===== src/rtl/pyrreconstruct_top_div_seq_32s_9ns_24s.sv =====
// -----------------------------------------------------------------------------
// pyrreconstruct_top_div_seq_32s_9ns_24s
//
// Sequential signed/unsigned divider. It divides a signed 32-bit dividend by an
// unsigned 9-bit divisor with a restoring shift-subtract loop. The loop
// produces one quotient bit per clock-enabled cycle.
//
// Ports
//   ap_clk   : clock, all state changes on the rising edge
//   ap_rst   : asynchronous active-high reset, forces IDLE and clears outputs
//   ce       : clock enable; when low, all state and outputs are held
//   start    : begin a division (accepted only in IDLE)
//   din0     : signed dividend (32 bits)
//   din1     : unsigned divisor (9 bits)
//   dout     : signed quotient (24 bits), truncated toward zero
//   rem      : signed remainder (10 bits), same sign as the dividend
//   busy     : high whenever the FSM is not in IDLE
//   done     : one-cycle completion pulse
//   div_zero : the current result came from a zero divisor
//   ovf      : the true quotient does not fit in 24 signed bits
//
// Timing: a start accepted at edge k raises done at edge k+33. A zero divisor
// raises done at edge k+1. Cycles with ce low add to this latency.
//
// Build option
//   PYR_DIV_SAT_EN : when defined, an overflowing quotient saturates to
//                    0x7FFFFF or 0x800000. When undefined, dout carries the
//                    low 24 bits of the true quotient. ovf is flagged in
//                    both builds.
// -----------------------------------------------------------------------------
module pyrreconstruct_top_div_seq_32s_9ns_24s #(
  parameter logic [31:0] ID         = 32'd1,
  parameter int          din0_WIDTH = 32,
  parameter int          din1_WIDTH = 9,
  parameter int          dout_WIDTH = 24
) (
  input  logic                  ap_clk,
  input  logic                  ap_rst,
  input  logic                  ce,
  input  logic                  start,
  input  logic [din0_WIDTH-1:0] din0,
  input  logic [din1_WIDTH-1:0] din1,
  output logic [dout_WIDTH-1:0] dout,
  output logic [9:0]            rem,
  output logic                  busy,
  output logic                  done,
  output logic                  div_zero,
  output logic                  ovf
);

  typedef enum logic [1:0] {IDLE, CALC, DONE} state_t;

  // ID is an instance tag only.
  logic unused_id;
  assign unused_id = ^ID;

  state_t      state_reg;
  logic [5:0]  cnt_reg;       // counts iterations 0..32
  logic        a_neg_reg;     // sign of the latched dividend
  logic [8:0]  d_reg;         // latched divisor
  logic [31:0] q_reg;         // dividend magnitude shifting out, quotient shifting in
  logic [8:0]  r_reg;         // partial remainder, always < divisor
  logic [23:0] dout_reg;
  logic [9:0]  rem_reg;
  logic        busy_reg;
  logic        done_reg;
  logic        div_zero_reg;
  logic        ovf_reg;

  // Magnitude of the incoming dividend. For -2^31 this gives 0x8000_0000,
  // which is still correct when read as an unsigned number.
  logic [31:0] abs_din0;
  assign abs_din0 = din0[31] ? (~din0 + 32'd1) : din0;

  // One restoring step. The divisor is at most 511 and the remainder is always
  // smaller than the divisor, so the trial value fits in 10 bits. When the
  // divisor fits, the 9-bit difference is exact.
  logic [9:0]  trial;
  logic        trial_ge;
  logic [8:0]  r_next;
  logic [31:0] q_next;
  assign trial    = {r_reg, q_reg[31]};
  assign trial_ge = (trial >= {1'b0, d_reg});
  assign r_next   = trial_ge ? (trial[8:0] - d_reg) : trial[8:0];
  assign q_next   = {q_reg[30:0], trial_ge};

  // Sign correction is done on 33 bits, so a quotient magnitude of 2^31 cannot
  // wrap before the range check.
  logic [32:0] quo_s;
  logic        quo_ovf;
  logic [9:0]  rem_s;
  logic [23:0] sat_val;
  logic [23:0] dout_fin;
  assign quo_s   = a_neg_reg ? (33'd0 - {1'b0, q_reg}) : {1'b0, q_reg};
  assign quo_ovf = ($signed(quo_s) > 33'sd8388607) || ($signed(quo_s) < -33'sd8388608);
  assign rem_s   = a_neg_reg ? (10'd0 - {1'b0, r_reg}) : {1'b0, r_reg};
  assign sat_val = a_neg_reg ? 24'h800000 : 24'h7FFFFF;

`ifdef PYR_DIV_SAT_EN
  assign dout_fin = quo_ovf ? sat_val : quo_s[23:0];
`else
  assign dout_fin = quo_s[23:0];
`endif

  always_ff @(posedge ap_clk or posedge ap_rst) begin
    if (ap_rst) begin
      state_reg    <= IDLE;
      cnt_reg      <= 6'd0;
      a_neg_reg    <= 1'b0;
      d_reg        <= 9'd0;
      q_reg        <= 32'd0;
      r_reg        <= 9'd0;
      dout_reg     <= 24'd0;
      rem_reg      <= 10'd0;
      busy_reg     <= 1'b0;
      done_reg     <= 1'b0;
      div_zero_reg <= 1'b0;
      ovf_reg      <= 1'b0;
    end else if (ce) begin
      done_reg <= 1'b0;
      case (state_reg)
        IDLE: begin
          if (start) begin
            a_neg_reg <= din0[31];
            d_reg     <= din1;
            q_reg     <= abs_din0;
            r_reg     <= 9'd0;
            cnt_reg   <= 6'd0;
            busy_reg  <= 1'b1;
            state_reg <= CALC;
          end
        end
        CALC: begin
          if (d_reg == 9'd0) begin
            // Zero divisor: skip the iterations and report saturation.
            dout_reg     <= sat_val;
            rem_reg      <= 10'd0;
            div_zero_reg <= 1'b1;
            ovf_reg      <= 1'b0;
            done_reg     <= 1'b1;
            state_reg    <= DONE;
          end else if (cnt_reg == 6'd32) begin
            dout_reg     <= dout_fin;
            rem_reg      <= rem_s;
            div_zero_reg <= 1'b0;
            ovf_reg      <= quo_ovf;
            done_reg     <= 1'b1;
            state_reg    <= DONE;
          end else begin
            q_reg   <= q_next;
            r_reg   <= r_next;
            cnt_reg <= cnt_reg + 6'd1;
          end
        end
        DONE: begin
          busy_reg  <= 1'b0;
          state_reg <= IDLE;
        end
        default: begin
          busy_reg  <= 1'b0;
          state_reg <= IDLE;
        end
      endcase
    end
  end

  assign dout     = dout_reg;
  assign rem      = rem_reg;
  assign busy     = busy_reg;
  assign done     = done_reg;
  assign div_zero = div_zero_reg;
  assign ovf      = ovf_reg;

endmodule


===== config.mk =====
export PLATFORM = sky130hd
export DESIGN_NAME = pyrreconstruct_top_div_seq_32s_9ns_24s
export DESIGN_NICKNAME = d
export VERILOG_FILES = /design/src/rtl/pyrreconstruct_top_div_seq_32s_9ns_24s.sv
export SDC_FILE = /design/constraint.sdc
export NUM_CORES = 1
export LEC_CHECK = 0
export BUFFER_PORTS_ARGS = -buffer_cell sky130_fd_sc_hd__clkbuf_2
export CAP_MARGIN = 15
export CORE_MARGIN = 2
export CORE_UTILIZATION = 47
export CTS_CLUSTER_DIAMETER = 80
export DETAILED_ROUTE_END_ITERATION = 6
export PLACE_DENSITY = 0.75
export SYNTH_ARGS = -nofsm -noshare
export SYNTH_HDL_FRONTEND = slang
export SYNTH_SLANG_ARGS = --single-unit

===== constraint.sdc =====
create_clock -name ap_clk -period 2.7 [get_ports ap_clk]
set_input_delay 0.27 -clock ap_clk [delete_from_list [all_inputs] [get_ports ap_clk]]
set_output_delay 0.27 -clock ap_clk [all_outputs]
set_load 0.05 [all_outputs]

# Word-level counts from Yosys, hierarchy flattened
# Cells that the tools add are included.
totals:
  ff_bits: 97
  latchBits: 0
  ramBits: 0
  romBits: 0
  in_bits: 45
  out_inout_bits: 38
  memories: 0
op_classes:
  addsub: 5
  n_mul: 0
  div_mod_pow: 0
  magnitude_cmp: 3
  n_eq_ne: 6
  shifts: 0
  mux: 34
  n_bitwise: 2
  n_reduce_logical: 10
op_table:
  columns: ["cell", "count"]
  rows:
  - ["two-way mux 32 bit", 4]
  - ["two-way mux 24 bit", 3]
  - ["case mux 32 bit (2 select lines)", 1]
  - ["two-way mux 9 bit", 4]
  - ["> comparator 33 x 24 -> 1 bit (second input constant)", 1]
  - ["less-than comparator 33 x 24 -> 1 bit (second input constant)", 1]
  - ["two-way mux 33 bit", 1]
  - ["subtractor 1 x 32 -> 33 bit (first input constant)", 1]
  - ["adder 32 x 1 -> 32 bit (second input constant)", 1]
  - ["NOT 32 bit", 1]
  - ["two-way mux 10 bit", 3]
  - ["two-way mux 6 bit", 3]
  - ["case mux 9 bit (2 select lines)", 1]
  - ["case mux 6 bit (2 select lines)", 1]
  - ["AND reduction 3 bit", 4]
  - [">= comparator 10 x 9 -> 1 bit", 1]
  - ["subtractor 1 x 9 -> 10 bit (first input constant)", 1]
  - ["zero test 9 bit", 1]
  - ["subtractor 9 bit", 1]
  - ["two-way mux 1 bit", 8]
  - ["adder 6 x 1 -> 6 bit (second input constant)", 1]
  - ["== test 6 bit (second input constant)", 1]
  - ["two-way mux 2 bit", 3]
  - ["!= test 2 bit (second input constant)", 3]
  - ["other kinds (9)", 10]

# Depth between registers and ports, before layout
depth:
  ltp_word: 6
  depth_mapped: 12
  mapped_depth_nobuf: 11

# Worst setup path after synthesis
# No wires, ideal clock.
synth_timing:
  path_type: "register to register"
  start: "reg q_reg[31]"
  end: "reg r_reg[0]"
  t_arrival_ns: 2.672
  required_time_ns: 2.579
  path_slack_ns: -0.093
  path_stages_with_launch: 13
  cell_sequence: "dfrtp_1 -> inv_1 -> ha_1 -> inv_1 -> fa_1 -> a21o_1 -> a21oi_1 -> nor2b_1 -> o311a_1 -> o31a_1 -> clkbuf_1 -> mux2i_1 -> a22o_1"
synth_between:
  elab_chain_len: 5
synth_lines:
  columns: ["item", "line", "rtl"]
  rows:
  - ["from (decl)", "61", "logic [31:0] q_reg;"]
  - ["from (signal assigned)", "126", "q_reg <= abs_din0;"]
  - ["from (signal assigned)", "150", "q_reg <= q_next;"]
  - ["subtractor 9 bit / >= comparator 10 x 9 -> 1 bit (equally long branches)", "84, 83", null]
  - ["two-way mux 9 bit *", "84", "assign r_next = trial_ge ? (trial[8:0] - d_reg) : trial[8:0];"]
  - ["two-way mux 9 bit *", "142", "end else if (cnt_reg == 6'd32) begin"]
  - ["two-way mux 9 bit *", "134", "if (d_reg == 9'd0) begin"]
  - ["case mux 9 bit (2 select lines) *", "121", "case (state_reg)"]
  - ["to (signal assigned)", "151", "r_reg <= r_next;"]
  - ["to (decl)", "62", "logic [8:0] r_reg;"]
# Mark *: on every way between the ends. The rest lies on a longest branch, timed or not. The select of a mux whose other input is x is not followed.
# A chain may end at the register's enable or synchronous reset.

# Worst setup path in the final report
layout_timing:
  start: "reg q_reg[31]"
  end: "reg r_reg[3]"
# The elaborated chain is that of the path after synthesis.

==> impl_results.md <==
* Top post-synthesis cells by area: dfrtp_1, nand2_1, o21ai_0
* Routability-driven placement congestion ratio at 0.9431
* Setup Skew at 0.007611 ns
* Drt first pass iters at 7
* # DRC at 6
* FILL cells at 1215
* Synthesis-to-layout area growth at 20.71%
* Rel. slew slack at 0.4687
* Seq/Total Area, Yosys at 0.3855
* Worst Setup End Kind: flip-flop
* Diodes inserted at 0
* Slowest stage delay, CP at roughly 0.39 ns
* Sink Count at 97
* CTS tree: yes
* Dpl cell area at 7242 um2
* Post-DP HPWL at approximately 12 mm
* DR iter-0 viols at about 350
* DR vias at just under 6000
* Root Driver: clkbuf_16
* Number of synthesized flops with an enable pin at 0
* Yosys top cell area share at 0.3855
* CP Data Arrival Time at 2.88 ns
* GRT Overall Usage at 0.2273
* Violated checks: design-rule violations
* Rows at 42
* Period utilisation layout at 0.9852
* WL/cell at 15.09 um
* Synth Instances at between 700 and 800
* IO Count at 83
* Required @ worst endpoint at 2.92 ns
* Worst slew pin tran at slightly below 0.8 ns
* Die area at around 14000 um2
* Post-layout minimum cycle time at roughly 2.7 ns
* Max clock buf depth at 2
* Worst reg2reg path depth at 12
* Synth cell types at 63
* Vias in the first global route at between 5000 and 6000
* Design area at ~7600 um2
* WL final at 15.65 mm
* Commonest non-fill, non-tap cell in the layout: nand2_1
* Crit-path most repeated cell: inv_2
* Final setup viols at 0
* CTS buffer count at 9
* First-pass GRT wire length at 26.32 mm
* Yosys warnings at 0
* Clock slew at reported path FFs at roughly 0.07 ns
* Max FFs per register at 32
* Maximum clock rate at around 0.38 GHz
* PwrDens at between 1000 and 1500 nW/um2
* Main synth FF type: dfrtp_1
* Critical path's slowest cell: dfrtp_1
* Unrepaired setup endpoints after global routing: yes
* CTS Hold Bufs at 0
* Fin. Hold Viols at 0
* Pwr Total at around 9.9 mW
* Most frequent cells in the layout: nand2_1, dfrtp_1, clkbuf_2
* Fin util at 0.5785
* Pin count of the biggest net entering global routing at 71
* #FFs+latches synth at between 90 and 100
* Cell taking the most area after synthesis: dfrtp_1
* Number of nets in the layout at 916
* Antenna-violating nets left at 0
* Final-report max-slew violation count at 0
* Critical Path Source Type: flip-flop
* Peak supply drop at about 0.49 mV
* Outcome: complete, but fails checks
* Syn nets at approximately 810
* Largest fanout on the critical path at 8
* Grt ovf at 0
* Synth Cell Area at between 6000 and 7000 um2
* H-tree Lvls at 3
* Synth async-reset ratio at 1.000
* Initial Util at 0.4792
* Cell Chain, Critical Path: inv_2, ha_4, inv_2, fa_2, a21o_1, a21oi_2, nor2b_1, o311a_1, o31a_1, buf_12, mux2i_1, o21ai_1
* Worst path top cell family by delay: compound AO/OA/AOI/OAI gates
* Max cap viols at 0
* Skew-Pair Late Insertion Delay at about 0.34 ns
* R2r startpoint: q_reg[31]$_DFFE_PP0P_
* HP Class: in -> async
* Layout cell share with drive strength beyond 1 at 0.2276
* TNS Setup at 0 ns
* FF-to-FF End: r_reg[3]$_DFFE_PP0P_
* Die Span Y at about 120 um
* R2R setup slack at between 0.04 and 0.05 ns
* Worst path bufs/invs at 3
* CP Class: reg -> reg
* Syn avg cell area at roughly 8.4 um2
* Pleak at between 3 and 4 nW
* Number of buffers added on ports at slightly above 80
* Initial antenna violation count at 0
* Vias per cell at about 5.6
* Die X-Extent at 119.7 um
* Core box area at roughly 13000 um2
worst max path at each step:
stage	depth (start not counted)	endpoint	startpoint	slack [ns]
after floorplan	8	ovf$_DFFE_PP0P_	q_reg[27]$_DFFE_PP0P_	0.0003
after global placement	7	ovf$_DFFE_PP0P_	q_reg[29]$_DFFE_PP0P_	0.03
after detailed placement	9	ovf$_DFFE_PP0P_	q_reg[0]$_DFFE_PP0P_	-0.02
after CTS	7	ovf$_DFFE_PP0P_	q_reg[29]$_DFFE_PP0P_	0.0009
after global routing	12	r_reg[3]$_DFFE_PP0P_	q_reg[31]$_DFFE_PP0P_	-0.07
final	12	r_reg[3]$_DFFE_PP0P_	q_reg[31]$_DFFE_PP0P_	0.04
area by class of cell:
type                    count  area (um2)  area share
repair buffers            142       910.9      0.1199
multi-input cells         579        3652      0.4806
well taps                 176       220.2     0.02898
inverters                  27       105.1     0.01383
clock buffers              12       256.5     0.03375
clock inverters             4       27.53    0.003622
flip-flops and latches     97        2427      0.3194
worst reg2reg max path, delay by kind of cell, from the launching register on:
family	cells	cell delay, ns
AOI/OAI and AO/OA	5	1.15
adders and majority gates	2	0.49
buffers and inverters	3	0.29
DFF	1	0.39
muxes	1	0.16
and+or+nand+nor	1	0.07
timing repair:
| action | CTS | global route |
|---|---|---|
| endpoints found under the hold margin | 0 | 0 |
| setup buffers | 0 | 1 |
| endpoints found under the setup margin | 3 | 10 |
| gates resized for setup | 1 | 15 |
| pin swaps | 2 | 12 |
logic make-up after synthesis:
group / synth area share
flops: 0.3855
mux: 0.02683
compound gates: 0.2264
buf+inv: 0.04849
xor+xnor: 0.06955
fa+ha+maj: 0.03100
simple gates: 0.2122
layer usage:
metal / track usage / part of all wire / wire (um)
met5: 0 / 0 / 0
met4: 0.06765 / 0.013 / 202
met3: 0.03850 / 0.064 / 1006
met2: 0.3264 / 0.42 / 6644
met1: 0.3501 / 0.50 / 7794
through the flow:
step | setup WS, ns | hold slack (ns) | cells
floorplan | 0.0002824 | 0.3588 | 751
global placement | 0.03392 | 0.4412 | 1020
detailed placement | -0.01978 | 0.4456 | 1020
CTS | 0.0009486 | 0.07765 | 1036
global route | -0.06560 | 0.1274 | 1037
finish | 0.04008 | 0.05115 | 1037
report_power, final:
part	leakage, nW	switching, mW	total (mW)	internal, mW
Sequential	1.21	0.559	2.67	2.11
Clock	0.143	0.534	1.21	0.675
Combinational	2.08	3.70	6.00	2.30
Total	3.43	4.79	9.88	5.09
cells in the mapped netlist, drive strengths merged, types with 7 or more instances:
| library cell | n |
|---|---|
| clkbuf | 43 |
| o22ai | 12 |
| nand3 | 22 |
| or3 | 12 |
| a31oi | 9 |
| nand2 | 107 |
| inv | 26 |
| nor3 | 20 |
| mux2i | 12 |
| nand2b | 9 |
| o41ai | 9 |
| xor2 | 36 |
| nor4 | 9 |
| a21oi | 41 |
| o31ai | 22 |
| o211ai | 18 |
| xnor2 | 14 |
| nor2 | 57 |
| o21ai | 88 |
| ha | 14 |
| or4 | 7 |
| nor2b | 8 |
| nand4 | 8 |
| dfrtp | 97 |
(Power assumes the default switching activity.)
